$ cat src/rtl/nd_bus_pkg.sv
// Shared types and constants for the ND-bus master sequencer.
package nd_bus_pkg;

  localparam int unsigned NdAddrW = 24;
  localparam int unsigned NdDataW = 16;
  localparam int unsigned CntW    = 8;

  localparam int unsigned DefAddrSetup  = 2;
  localparam int unsigned DefAprWidth   = 3;
  localparam int unsigned DefDataSetup  = 1;
  localparam int unsigned DefGntTimeout = 200;
  localparam int unsigned DefRdyTimeout = 250;

  typedef enum logic [3:0] {
    StIdle,
    StReq,
    StAddr,
    StApr,
    StData,
    StWaitRdy,
    StRelease,
    StDone,
    StErr
  } state_e;

  // Counter value on the final cycle of a state that lasts `cycles` cycles.
  function automatic logic [CntW-1:0] last_cnt(input int unsigned cycles);
    return (cycles == 0) ? '0 : CntW'(cycles - 1);
  endfunction

endpackage

$ cat src/rtl/nd_bus_master_seq_if.sv
// CPU request port and ND-bus backplane signals of the bus master sequencer.
interface nd_bus_master_seq_if;
  import nd_bus_pkg::*;

  logic               cpu_req;
  logic               cpu_write;
  logic [NdAddrW-1:0] cpu_addr;
  logic [NdDataW-1:0] cpu_wdata;
  logic               cpu_ack;
  logic               cpu_err;
  logic [NdDataW-1:0] cpu_rdata;

  logic               BREQ_n;
  logic               BGNT_n;
  logic               BAPR_n;
  logic               BDAP_n;
  logic               BDRY_n;
  logic [NdAddrW-1:0] BA_OUT;
  logic               BA_OE;
  logic [NdDataW-1:0] BD_OUT;
  logic               BD_OE;
  logic [NdDataW-1:0] BD_IN;

  modport master (
    input  cpu_req, cpu_write, cpu_addr, cpu_wdata, BGNT_n, BDRY_n, BD_IN,
    output cpu_ack, cpu_err, cpu_rdata, BREQ_n, BAPR_n, BDAP_n, BA_OUT, BA_OE, BD_OUT, BD_OE
  );

  modport slave (
    output cpu_req, cpu_write, cpu_addr, cpu_wdata, BGNT_n, BDRY_n, BD_IN,
    input  cpu_ack, cpu_err, cpu_rdata, BREQ_n, BAPR_n, BDAP_n, BA_OUT, BA_OE, BD_OUT, BD_OE
  );

endinterface

$ cat src/rtl/nd_bus_sync.sv
// Two-flop synchroniser for asynchronous backplane inputs.
module nd_bus_sync #(
  parameter logic ResetVal = 1'b1
) (
  input  logic clk_i,
  input  logic rst_i,
  input  logic d_i,
  output logic q_o
);

  logic meta_q, sync_q;

  always_ff @(posedge clk_i or posedge rst_i) begin
    if (rst_i) begin
      meta_q <= ResetVal;
      sync_q <= ResetVal;
    end else begin
      meta_q <= d_i;
      sync_q <= meta_q;
    end
  end

  assign q_o = sync_q;

endmodule

$ cat src/rtl/nd_bus_master_seq.sv
// ND-bus initiator: runs one CPU read/write as a full arbitrated bus cycle.
module nd_bus_master_seq
  import nd_bus_pkg::*;
#(
  parameter int unsigned ADDR_SETUP  = DefAddrSetup,
  parameter int unsigned APR_WIDTH   = DefAprWidth,
  parameter int unsigned DATA_SETUP  = DefDataSetup,
  parameter int unsigned GNT_TIMEOUT = DefGntTimeout,
  parameter int unsigned RDY_TIMEOUT = DefRdyTimeout
) (
  input logic                 sysclk,
  input logic                 sys_rst,
  nd_bus_master_seq_if.master bus
);

  logic gnt_s, rdy_s;

  nd_bus_sync #(.ResetVal(1'b1)) u_sync_gnt (
    .clk_i (sysclk),
    .rst_i (sys_rst),
    .d_i   (bus.BGNT_n),
    .q_o   (gnt_s)
  );

  nd_bus_sync #(.ResetVal(1'b1)) u_sync_rdy (
    .clk_i (sysclk),
    .rst_i (sys_rst),
    .d_i   (bus.BDRY_n),
    .q_o   (rdy_s)
  );

  state_e             state_q, state_d;
  logic [CntW-1:0]    cnt_q, cnt_d;
  logic [NdAddrW-1:0] addr_q, addr_d;
  logic [NdDataW-1:0] wdata_q, wdata_d;
  logic [NdDataW-1:0] rdata_q, rdata_d;
  logic               write_q, write_d;
  logic               breq_n_q, breq_n_d;
  logic               bapr_n_q, bapr_n_d;
  logic               bdap_n_q, bdap_n_d;
  logic               ba_oe_q, ba_oe_d;
  logic               bd_oe_q, bd_oe_d;
  logic               ack_q, ack_d;
  logic               err_q, err_d;

  always_comb begin
    state_d = state_q;
    addr_d  = addr_q;
    wdata_d = wdata_q;
    write_d = write_q;
    rdata_d = rdata_q;

    case (state_q)
      StIdle: begin
        if (bus.cpu_req) begin
          addr_d  = bus.cpu_addr;
          wdata_d = bus.cpu_wdata;
          write_d = bus.cpu_write;
          state_d = StReq;
        end
      end
      StReq: begin
        if (!gnt_s) begin
          state_d = StAddr;
        end else if (GNT_TIMEOUT != 0 && cnt_q == last_cnt(GNT_TIMEOUT)) begin
          state_d = StErr;
        end
      end
      StAddr:  if (cnt_q == last_cnt(ADDR_SETUP)) state_d = StApr;
      StApr:   if (cnt_q == last_cnt(APR_WIDTH))  state_d = StData;
      StData:  if (cnt_q == last_cnt(DATA_SETUP)) state_d = StWaitRdy;
      StWaitRdy: begin
        if (!rdy_s) begin
          if (!write_q) rdata_d = bus.BD_IN;
          state_d = StRelease;
        end else if (RDY_TIMEOUT != 0 && cnt_q == last_cnt(RDY_TIMEOUT)) begin
          state_d = StErr;
        end
      end
      // Hold the bus until the responder has withdrawn BDRY.
      StRelease: if (rdy_s) state_d = StDone;
      StDone:    state_d = StIdle;
      StErr:     state_d = StIdle;
      default:   state_d = StIdle;
    endcase

    if (state_d != state_q) begin
      cnt_d = '0;
    end else if (cnt_q == {CntW{1'b1}}) begin
      cnt_d = cnt_q;
    end else begin
      cnt_d = cnt_q + 1'b1;
    end

    // Strobes are decoded from the next state so they leave the flops glitch-free.
    breq_n_d = !(state_d inside {StReq, StAddr, StApr, StData, StWaitRdy, StRelease});
    bapr_n_d = (state_d != StApr);
    bdap_n_d = (state_d != StWaitRdy);
    ba_oe_d  = state_d inside {StAddr, StApr, StData, StWaitRdy};
    bd_oe_d  = write_d && (state_d inside {StData, StWaitRdy});
    ack_d    = state_d inside {StDone, StErr};
    err_d    = (state_d == StErr);
  end

  always_ff @(posedge sysclk or posedge sys_rst) begin
    if (sys_rst) begin
      state_q  <= StIdle;
      cnt_q    <= '0;
      addr_q   <= '0;
      wdata_q  <= '0;
      write_q  <= 1'b0;
      rdata_q  <= '0;
      breq_n_q <= 1'b1;
      bapr_n_q <= 1'b1;
      bdap_n_q <= 1'b1;
      ba_oe_q  <= 1'b0;
      bd_oe_q  <= 1'b0;
      ack_q    <= 1'b0;
      err_q    <= 1'b0;
    end else begin
      state_q  <= state_d;
      cnt_q    <= cnt_d;
      addr_q   <= addr_d;
      wdata_q  <= wdata_d;
      write_q  <= write_d;
      rdata_q  <= rdata_d;
      breq_n_q <= breq_n_d;
      bapr_n_q <= bapr_n_d;
      bdap_n_q <= bdap_n_d;
      ba_oe_q  <= ba_oe_d;
      bd_oe_q  <= bd_oe_d;
      ack_q    <= ack_d;
      err_q    <= err_d;
    end
  end

  assign bus.BREQ_n    = breq_n_q;
  assign bus.BAPR_n    = bapr_n_q;
  assign bus.BDAP_n    = bdap_n_q;
  assign bus.BA_OE     = ba_oe_q;
  assign bus.BD_OE     = bd_oe_q;
  assign bus.BA_OUT    = addr_q;
  assign bus.BD_OUT    = wdata_q;
  assign bus.cpu_ack   = ack_q;
  assign bus.cpu_err   = err_q;
  assign bus.cpu_rdata = rdata_q;

endmodule

$ cat src/flat_wrapper.sv
// flat-port wrapper written by rule: the top's interface ports become plain ports
module nd_bus_master_seq_flat import nd_bus_pkg::*;
#(
  parameter int unsigned ADDR_SETUP  = DefAddrSetup,
  parameter int unsigned APR_WIDTH   = DefAprWidth,
  parameter int unsigned DATA_SETUP  = DefDataSetup,
  parameter int unsigned GNT_TIMEOUT = DefGntTimeout,
  parameter int unsigned RDY_TIMEOUT = DefRdyTimeout
)
  (sysclk, sys_rst, bus_cpu_req, bus_cpu_write, bus_cpu_addr, bus_cpu_wdata, bus_BGNT_n, bus_BDRY_n, bus_BD_IN, bus_cpu_ack, bus_cpu_err, bus_cpu_rdata, bus_BREQ_n, bus_BAPR_n, bus_BDAP_n, bus_BA_OUT, bus_BA_OE, bus_BD_OUT, bus_BD_OE);
  nd_bus_master_seq_if bus_i ();
  input logic sysclk;
  input logic sys_rst;
  input wire logic [$bits(bus_i.cpu_req)-1:0] bus_cpu_req;
  input wire logic [$bits(bus_i.cpu_write)-1:0] bus_cpu_write;
  input wire logic [$bits(bus_i.cpu_addr)-1:0] bus_cpu_addr;
  input wire logic [$bits(bus_i.cpu_wdata)-1:0] bus_cpu_wdata;
  input wire logic [$bits(bus_i.BGNT_n)-1:0] bus_BGNT_n;
  input wire logic [$bits(bus_i.BDRY_n)-1:0] bus_BDRY_n;
  input wire logic [$bits(bus_i.BD_IN)-1:0] bus_BD_IN;
  output wire logic [$bits(bus_i.cpu_ack)-1:0] bus_cpu_ack;
  output wire logic [$bits(bus_i.cpu_err)-1:0] bus_cpu_err;
  output wire logic [$bits(bus_i.cpu_rdata)-1:0] bus_cpu_rdata;
  output wire logic [$bits(bus_i.BREQ_n)-1:0] bus_BREQ_n;
  output wire logic [$bits(bus_i.BAPR_n)-1:0] bus_BAPR_n;
  output wire logic [$bits(bus_i.BDAP_n)-1:0] bus_BDAP_n;
  output wire logic [$bits(bus_i.BA_OUT)-1:0] bus_BA_OUT;
  output wire logic [$bits(bus_i.BA_OE)-1:0] bus_BA_OE;
  output wire logic [$bits(bus_i.BD_OUT)-1:0] bus_BD_OUT;
  output wire logic [$bits(bus_i.BD_OE)-1:0] bus_BD_OE;
  assign bus_i.cpu_req = bus_cpu_req;
  assign bus_i.cpu_write = bus_cpu_write;
  assign bus_i.cpu_addr = bus_cpu_addr;
  assign bus_i.cpu_wdata = bus_cpu_wdata;
  assign bus_i.BGNT_n = bus_BGNT_n;
  assign bus_i.BDRY_n = bus_BDRY_n;
  assign bus_i.BD_IN = bus_BD_IN;
  assign bus_cpu_ack = bus_i.cpu_ack;
  assign bus_cpu_err = bus_i.cpu_err;
  assign bus_cpu_rdata = bus_i.cpu_rdata;
  assign bus_BREQ_n = bus_i.BREQ_n;
  assign bus_BAPR_n = bus_i.BAPR_n;
  assign bus_BDAP_n = bus_i.BDAP_n;
  assign bus_BA_OUT = bus_i.BA_OUT;
  assign bus_BA_OE = bus_i.BA_OE;
  assign bus_BD_OUT = bus_i.BD_OUT;
  assign bus_BD_OE = bus_i.BD_OE;
  nd_bus_master_seq #(.ADDR_SETUP(ADDR_SETUP), .APR_WIDTH(APR_WIDTH), .DATA_SETUP(DATA_SETUP), .GNT_TIMEOUT(GNT_TIMEOUT), .RDY_TIMEOUT(RDY_TIMEOUT)) u_core (.sysclk(sysclk), .sys_rst(sys_rst), .bus(bus_i));
endmodule
$ cat config.mk
export PLATFORM = sky130hd
export DESIGN_NAME = nd_bus_master_seq_flat
export DESIGN_NICKNAME = d
export VERILOG_FILES = /design/src/rtl/nd_bus_pkg.sv /design/src/rtl/nd_bus_master_seq_if.sv /design/src/rtl/nd_bus_sync.sv /design/src/rtl/nd_bus_master_seq.sv /design/src/flat_wrapper.sv
export SDC_FILE = /design/constraint.sdc
export NUM_CORES = 1
export LEC_CHECK = 0
export CELL_PAD_IN_SITES_DETAIL_PLACEMENT = 2
export CELL_PAD_IN_SITES_GLOBAL_PLACEMENT = 2
export CORE_ASPECT_RATIO = 0.7
export CORE_MARGIN = 2
export CORE_UTILIZATION = 31
export DETAILED_ROUTE_END_ITERATION = 16
export PLACE_DENSITY_LB_ADDON = 0.1
export SLEW_MARGIN = 40
export SYNTH_ARGS = -nofsm -noshare
export SYNTH_HDL_FRONTEND = slang
export SYNTH_SLANG_ARGS = --single-unit
$ cat constraint.sdc
create_clock -name sysclk -period 6.7 [get_ports sysclk]
set_clock_uncertainty 0.15 [all_clocks]
set_input_delay 1.34 -clock sysclk [delete_from_list [all_inputs] [get_ports sysclk]]
set_output_delay 1.34 -clock sysclk [all_outputs]
set_load 0.1 [all_outputs]
==> impl_metrics.csv, run 1 <==
group,metric,value,unit
cts,cts_inserted_buffers,9,
sta,grt_setup_unrepaired,"no",
layout,multi_input_area,1279,um2
global_routing,antenna_found_initial,0,
layout,num-fill-cells,1067,
global_routing,grt_max_degree,81,
sta,finalSetupViolCount,0,
hold_path,holdCritPathClass,"reg -> reg",
sta,relSlewSlack,0.4951,
cts,htreeDepth,3,
route,via_per_inst,4.854,
setup_path,required,6.77,ns
cts,cts_buffer_depth,2,
cts,clk_latency,0.33,ns
logic_synthesis,syn-mean-instance-area,13.80,um2
floorplan,pin_count,125,
sta,holdWs,0.2048,ns
setup_path,rr_startpoint,"u_core.cnt_q[0]",
cts,cts_tree,"yes",
placement,hpwl,6560,um
logic_synthesis,synthFlopType,"dfrtp_1",
logic_synthesis,synth_seq_cells,80,
cts,cts_sinks,80,
setup_path,r2r.worst_path.cells,7,
logic_synthesis,async_flop_share,1.000,
setup_path,crit_buf_inv,1,
setup_path,startpoint,"bus_cpu_req",
route,wl,9116,um
global_routing,grt_pass1_vias,2817,
setup_path,cpMaxStageDelayCell,"clkdlybuf4s50_1",
cts,cts_root_buffer,"clkbuf_16",
logic_synthesis,netlist_top_cells_area,"dfrtp_1 (54%), mux2_2 (16%), dfstp_2 (5.5%)",
setup_path,rrSetupSlack,3.97,ns
setup_path,timing.rr.end,"u_core.cnt_q[6]",
floorplan,fp.coreArea,10430,um2
cts,ctsResizeCount,0,
logic_synthesis,synth_edf_count,0,
route,vias,2456,
route,drtPass1Iterations,4,
sta,worst_slew_pin_slew,0.7574,ns
layout,nets,436,
logic_synthesis,yosysUniqueCellTypes,49,
route,drc,0,
placement,io_buffers,124,
cts,path_clk_slew,0.06,ns
sta,final_hold_viol_count,0,
setup_path,path_cells,"clkdlybuf4s50_1, nor3b_1, nand2_4, mux2_2, and3_1",
route,drtIter0Drc,51,
logic_synthesis,seq_area_frac_synth,0.5994,
global_routing,grt_use_total,0.1661,
floorplan,start_util,0.3215,
placement,globalplace.congestion,0.8125,
run_status,status,"completed",
logic_synthesis,synth_fp_nets,309,
global_routing,overflow,0,
global_routing,grt_first_pass_wirelength,14950,um
setup_path,critPathLaunchType,"input port",
sta,tns,0,ns
logic_synthesis,synthCells,243,
setup_path,slowest_delay,0.46,ns
job,max_cap_violations,0,
logic_synthesis,yosys_warnings,0,
setup_path,cp-endpoint,"u_core.bus.BD_OE",
layout,area_growth,40.36,%
setup_path,arrival,3.19,ns
setup_path,cpLargestDelayFamily,"simple AND/OR/NAND/NOR gates",
sta,fin_crit_sh,0.4657,
floorplan,die_area,11680,um2
setup_path,critPathMaxFanout,41,
sta,fmax,320.5,MHz
logic_synthesis,syn_area,3354,um2
layout,seq_area,2011,um2
sta,slew_violations,0,
cts,cts-hold-fix-buffers,0,
layout,n_antenna_cell,0,
floorplan,die_width,128.3,um
setup_path,end_kind,"flip-flop",
layout,drive_gt1_frac,0.3797,
sta,period_needed,3.120,ns
setup_path,critical_path_class,"in -> reg",
cts,post-cts-setup-buffers,0,
route,drtAntennaViolNets,0,
floorplan,die_h,91.03,um
logic_synthesis,post-synth-top-area-cell,"dfrtp_1",
logic_synthesis,synth_top_cell_area_share,0.5446,
setup_path,critical_path_cell_count,5,
route,post_drt_wl_per_cell,18.02,um
floorplan,placementRows,31,
-- per-stage QoR --
step           cells  instance area, um2  worst slack [ns]  utilization
5_1_grt          506                4708             3.476       0.4513
2_1_floorplan    243                3354             3.170            -
3_3_place_gp     490                4722             3.000       0.4526
3_5_place_dp     490                4415             3.204       0.4232
6_report         506                4708             3.580       0.4513
4_1_cts          505                4681             3.558       0.4486
-- synthesized netlist by cell type (2+ instances only) --
| cell | n |
|---|---|
| nand2_1 | 6 |
| buf_2 | 4 |
| nand2b_1 | 3 |
| dfrtp_1 | 73 |
| or3_1 | 3 |
| a211oi_2 | 2 |
| a31oi_1 | 5 |
| nand4_1 | 3 |
| nor2_1 | 3 |
| inv_1 | 6 |
| and3_1 | 3 |
| nor3_1 | 6 |
| nor4_1 | 2 |
| nor2b_1 | 2 |
| xor2_1 | 2 |
| buf_1 | 4 |
| a21o_1 | 3 |
| and2b_1 | 2 |
| ha_1 | 4 |
| and2_1 | 2 |
| a21oi_1 | 8 |
| nand3_1 | 5 |
| mux2_2 | 47 |
| xnor2_1 | 2 |
| mux2_1 | 10 |
| mux2i_1 | 2 |
| dfstp_2 | 7 |
| o21ai_0 | 3 |
-- flip-flops by register name, summed over array words and instances (netlist names), 4 cells and up --
signal,flops
u_core.bus.BD_OUT,16
u_core.state_q,4
u_core.bus.BA_OUT,24
u_core.bus.cpu_rdata,16
u_core.cnt_q,8
-- worst min-delay path by stage --
stage                                  to                      from  slack, ns  cells after the start
floorplan           u_core.u_sync_gnt.q_o  u_core.u_sync_gnt.meta_q       0.20                      0
global placement    u_core.u_sync_gnt.q_o  u_core.u_sync_gnt.meta_q       0.20                      0
detailed placement  u_core.u_sync_gnt.q_o  u_core.u_sync_gnt.meta_q       0.20                      0
CTS                 u_core.u_sync_gnt.q_o  u_core.u_sync_gnt.meta_q       0.21                      0
global route        u_core.u_sync_rdy.q_o  u_core.u_sync_rdy.meta_q       0.21                      0
finish              u_core.u_sync_rdy.q_o  u_core.u_sync_rdy.meta_q       0.20                      0
-- cells by family after synthesis --
group / count (synthesis) / share of synthesized area
muxes: 59 / 0.1973
DFF: 80 / 0.5994
xor gates and xnor gates: 4 / 0.01045
buffers and inverters: 16 / 0.02163
AOI/OAI and AO/OA: 31 / 0.06826
and+or+nand+nor: 49 / 0.08803
adders and majority gates: 4 / 0.01492
-- cells in the final DEF, fill, tap and decap left out, types with 3 or more instances in the layout --
cell              n
nor3_1            6
a21o_1            3
nand2_1           5
mux2_2           47
clkdlybuf4s50_1  61
mux2_1           10
a21oi_1           8
nor2_1            3
nand2b_1          3
inv_1             5
dfrtp_1          73
ha_1              4
dfstp_2           7
o21ai_0           3
nand4_1           3
or3_1             3
nand3_1           5
clkbuf_16         9
and3_1            3
clkinv_2          3
a31oi_1           5
buf_2            63
-- routing by layer --
layer	wire [um]	part of all wire	global-route usage	vias up
met5	0	0	0	-
met2	4223	0.46	0.2544	80
met3	1001	0.11	0.09428	4
met4	52	0.0057	0.04212	0
met1	3838	0.42	0.2014	1253
li1	-	-	-	1119
-- final cells by class --
| class | count | share of cell area |
|---|---|---|
| clock inverters | 3 | 0.003986 |
| flip-flops and latches | 80 | 0.4271 |
| multi-input cells | 147 | 0.2716 |
| inverters | 6 | 0.005049 |
| clock buffers | 12 | 0.05235 |
| repair buffers | 126 | 0.2049 |
| well taps | 132 | 0.03508 |
Power of run 1 is not shown: default switching activity piles up to over one toggle a cycle in this logic, so the estimate is an artifact.
==> inputs of run 2 (changes only) <==
CORE_UTILIZATION = 28   (was 31)
clock period = 3.15 ns   (was 6.7 ns; I/O delays follow)
==> run 2 against run 1 <==
Compared with the run above: routed wire length up 2.2%; sequential share of layout area down 2.1 points; final cell count up 5.3%; global-route usage down 1.4 points; die area up 10%; worst setup slack worse by 3.2 ns; non-clock buffer count up 1; core utilization down 2.7 points; via count up 1.1%; count of clock-buffer cells in the layout down 1; critical path type is now reg -> reg; critical endpoint is now u_core.cnt_q[4]; largest cell class unchanged; highest routed layer unchanged.
==> impl_metrics.csv, run 2 (synthesis gave the netlist of run 1 again) <==
group,metric,value,unit
run_status,status,"completed",
setup_path,end_kind,"flip-flop",
floorplan,die_width,134.8,um
job,max_cap_violations,0,
sta,tns,0,ns
route,drtPass1Iterations,4,
sta,slew_violations,0,
sta,fin_crit_sh,0.8725,
floorplan,die_h,95.58,um
setup_path,rrSetupSlack,0.40,ns
global_routing,grt_max_degree,36,
route,via_per_inst,4.660,
placement,io_buffers,124,
global_routing,grt_first_pass_wirelength,14810,um
cts,cts_inserted_buffers,9,
hold_path,min-delay-start,"u_core.u_sync_rdy.meta_q",
placement,hpwl,6971,um
setup_path,slowest_delay,0.48,ns
setup_path,crit_buf_inv,1,
floorplan,pin_count,125,
route,drtIter0Drc,58,
layout,largest_reg_flops,24,
setup_path,critPathMaxFanout,8,
floorplan,die_area,12890,um2
cts,cts_sinks,80,
layout,nets,437,
layout,area_growth,47.78,%
floorplan,fp.coreArea,11690,um2
cts,ctsResizeCount,0,
cts,cts_tree,"yes",
setup_path,critPathLaunchType,"flip-flop",
setup_path,cpMaxStageDelayCell,"nor4b_2",
route,drtAntennaViolNets,0,
sta,final_hold_viol_count,0,
cts,clk_latency,0.33,ns
sta,fmax,363.8,MHz
route,vias,2484,
cts,post-cts-setup-buffers,0,
layout,n_antenna_cell,0,
layout,num-fill-cells,1171,
setup_path,path_cells,"inv_1, ha_1, nor4b_2, a21oi_1, a31oi_1, nand3_1, a22oi_1",
cts,cts_root_buffer,"clkbuf_16",
setup_path,cpLargestDelayFamily,"simple AND/OR/NAND/NOR gates",
cts,cts-hold-fix-buffers,0,
sta,grt_setup_unrepaired,"no",
sta,relSlewSlack,0.5244,
cts,htreeDepth,3,
global_routing,antenna_found_initial,0,
placement,globalplace.congestion,0.7923,
sta,worst_slew_pin_slew,0.7134,ns
layout,final_common_cell,"dfrtp_1",
setup_path,arrival,2.84,ns
floorplan,placementRows,33,
setup_path,rr_startpoint,"u_core.cnt_q[0]",
route,wl,9315,um
sta,finalSetupViolCount,0,
setup_path,required,3.25,ns
setup_path,startpoint,"u_core.cnt_q[0]",
layout,final_cell_mix,"dfrtp_1 (73), buf_4 (64), clkdlybuf4s50_1 (61), mux2_2 (47), mux2_1 (10)",
layout,drive_gt1_frac,0.3856,
hold_path,holdCritPathClass,"reg -> reg",
route,post_drt_wl_per_cell,17.48,um
global_routing,grt_pass1_vias,2741,
sta,period_needed,2.748,ns
floorplan,start_util,0.2871,
cts,cts_buffer_depth,2,
global_routing,overflow,0,
cts,path_clk_slew,0.06,ns
route,drc,0,
setup_path,critical_path_class,"reg -> reg",
global_routing,grt_use_total,0.1519,
==> run 2: cell count changes in the layout (fill, tap and decap cells not counted) <==
cell       previous run  this run
buf_6                 1         0
buf_16                1         0
inv_6                 0         1
nand2_4               1         0
nand2_2               0         1
bufinv_16             0         2
buf_12                0         2
clkinv_4              1         0
buf_4                 0        64
buf_2                63         0
clkbuf_1              2         1
==> run 2: per-layer routing <==
layer | GRT usage | part of all wire
met5 | 0 | 0
met4 | 0.04737 | 0.0091
met3 | 0.08772 | 0.11
met2 | 0.2217 | 0.45
met1 | 0.1896 | 0.43
==> run 2: through the flow <==
step / util / hold WS (ns) / setup WS [ns] / instances / area [um2]
floorplan: - / 0.1952 / 0.3298 / 243 / 3354
global placement: 0.3967 / 0.1963 / 0.5384 / 517 / 4636
detailed placement: 0.3967 / 0.2042 / 0.4947 / 517 / 4636
CTS: 0.4242 / 0.2113 / 0.4386 / 533 / 4957
global route: 0.4242 / 0.2154 / 0.2397 / 533 / 4957
finish: 0.4242 / 0.2085 / 0.4016 / 533 / 4957
==> run 2: layout make-up <==
class,instances,area (um2),share of cell area
inverter,6,23.77,0.004796
sequential,80,2011,0.4056
multi-input combinational,147,1274,0.2569
clock inverter,5,78.83,0.01590
tap,157,196.4,0.03963
timing repair buffer,127,1131,0.2282
clock buffer,11,242.7,0.04897
==> run 2: worst register-to-register path: cells and delay by family (launching register included) <==
family | cells | cell delay, ns
flip-flops | 1 | 0.44
AO/OA/AOI/OAI | 3 | 0.86
adder cells (fa/ha/maj) | 1 | 0.16
AND/OR/NAND/NOR | 2 | 0.92
buffers and inverters | 1 | 0.14
==> run 2: worst paths after layout <==
path | end | cells after the start
worst min-delay path | u_core.u_sync_rdy.q_o | 0
worst max-delay path | u_core.cnt_q[4] | 7
min in group asynchronous | u_core.bus.BD_OUT[6] | 2
worst max register to register | u_core.cnt_q[4] | 7
worst min register to register | u_core.u_sync_rdy.q_o | 0
max in group asynchronous | u_core.bus.BREQ_n | 3
Power of run 2 is left out for the same reason.
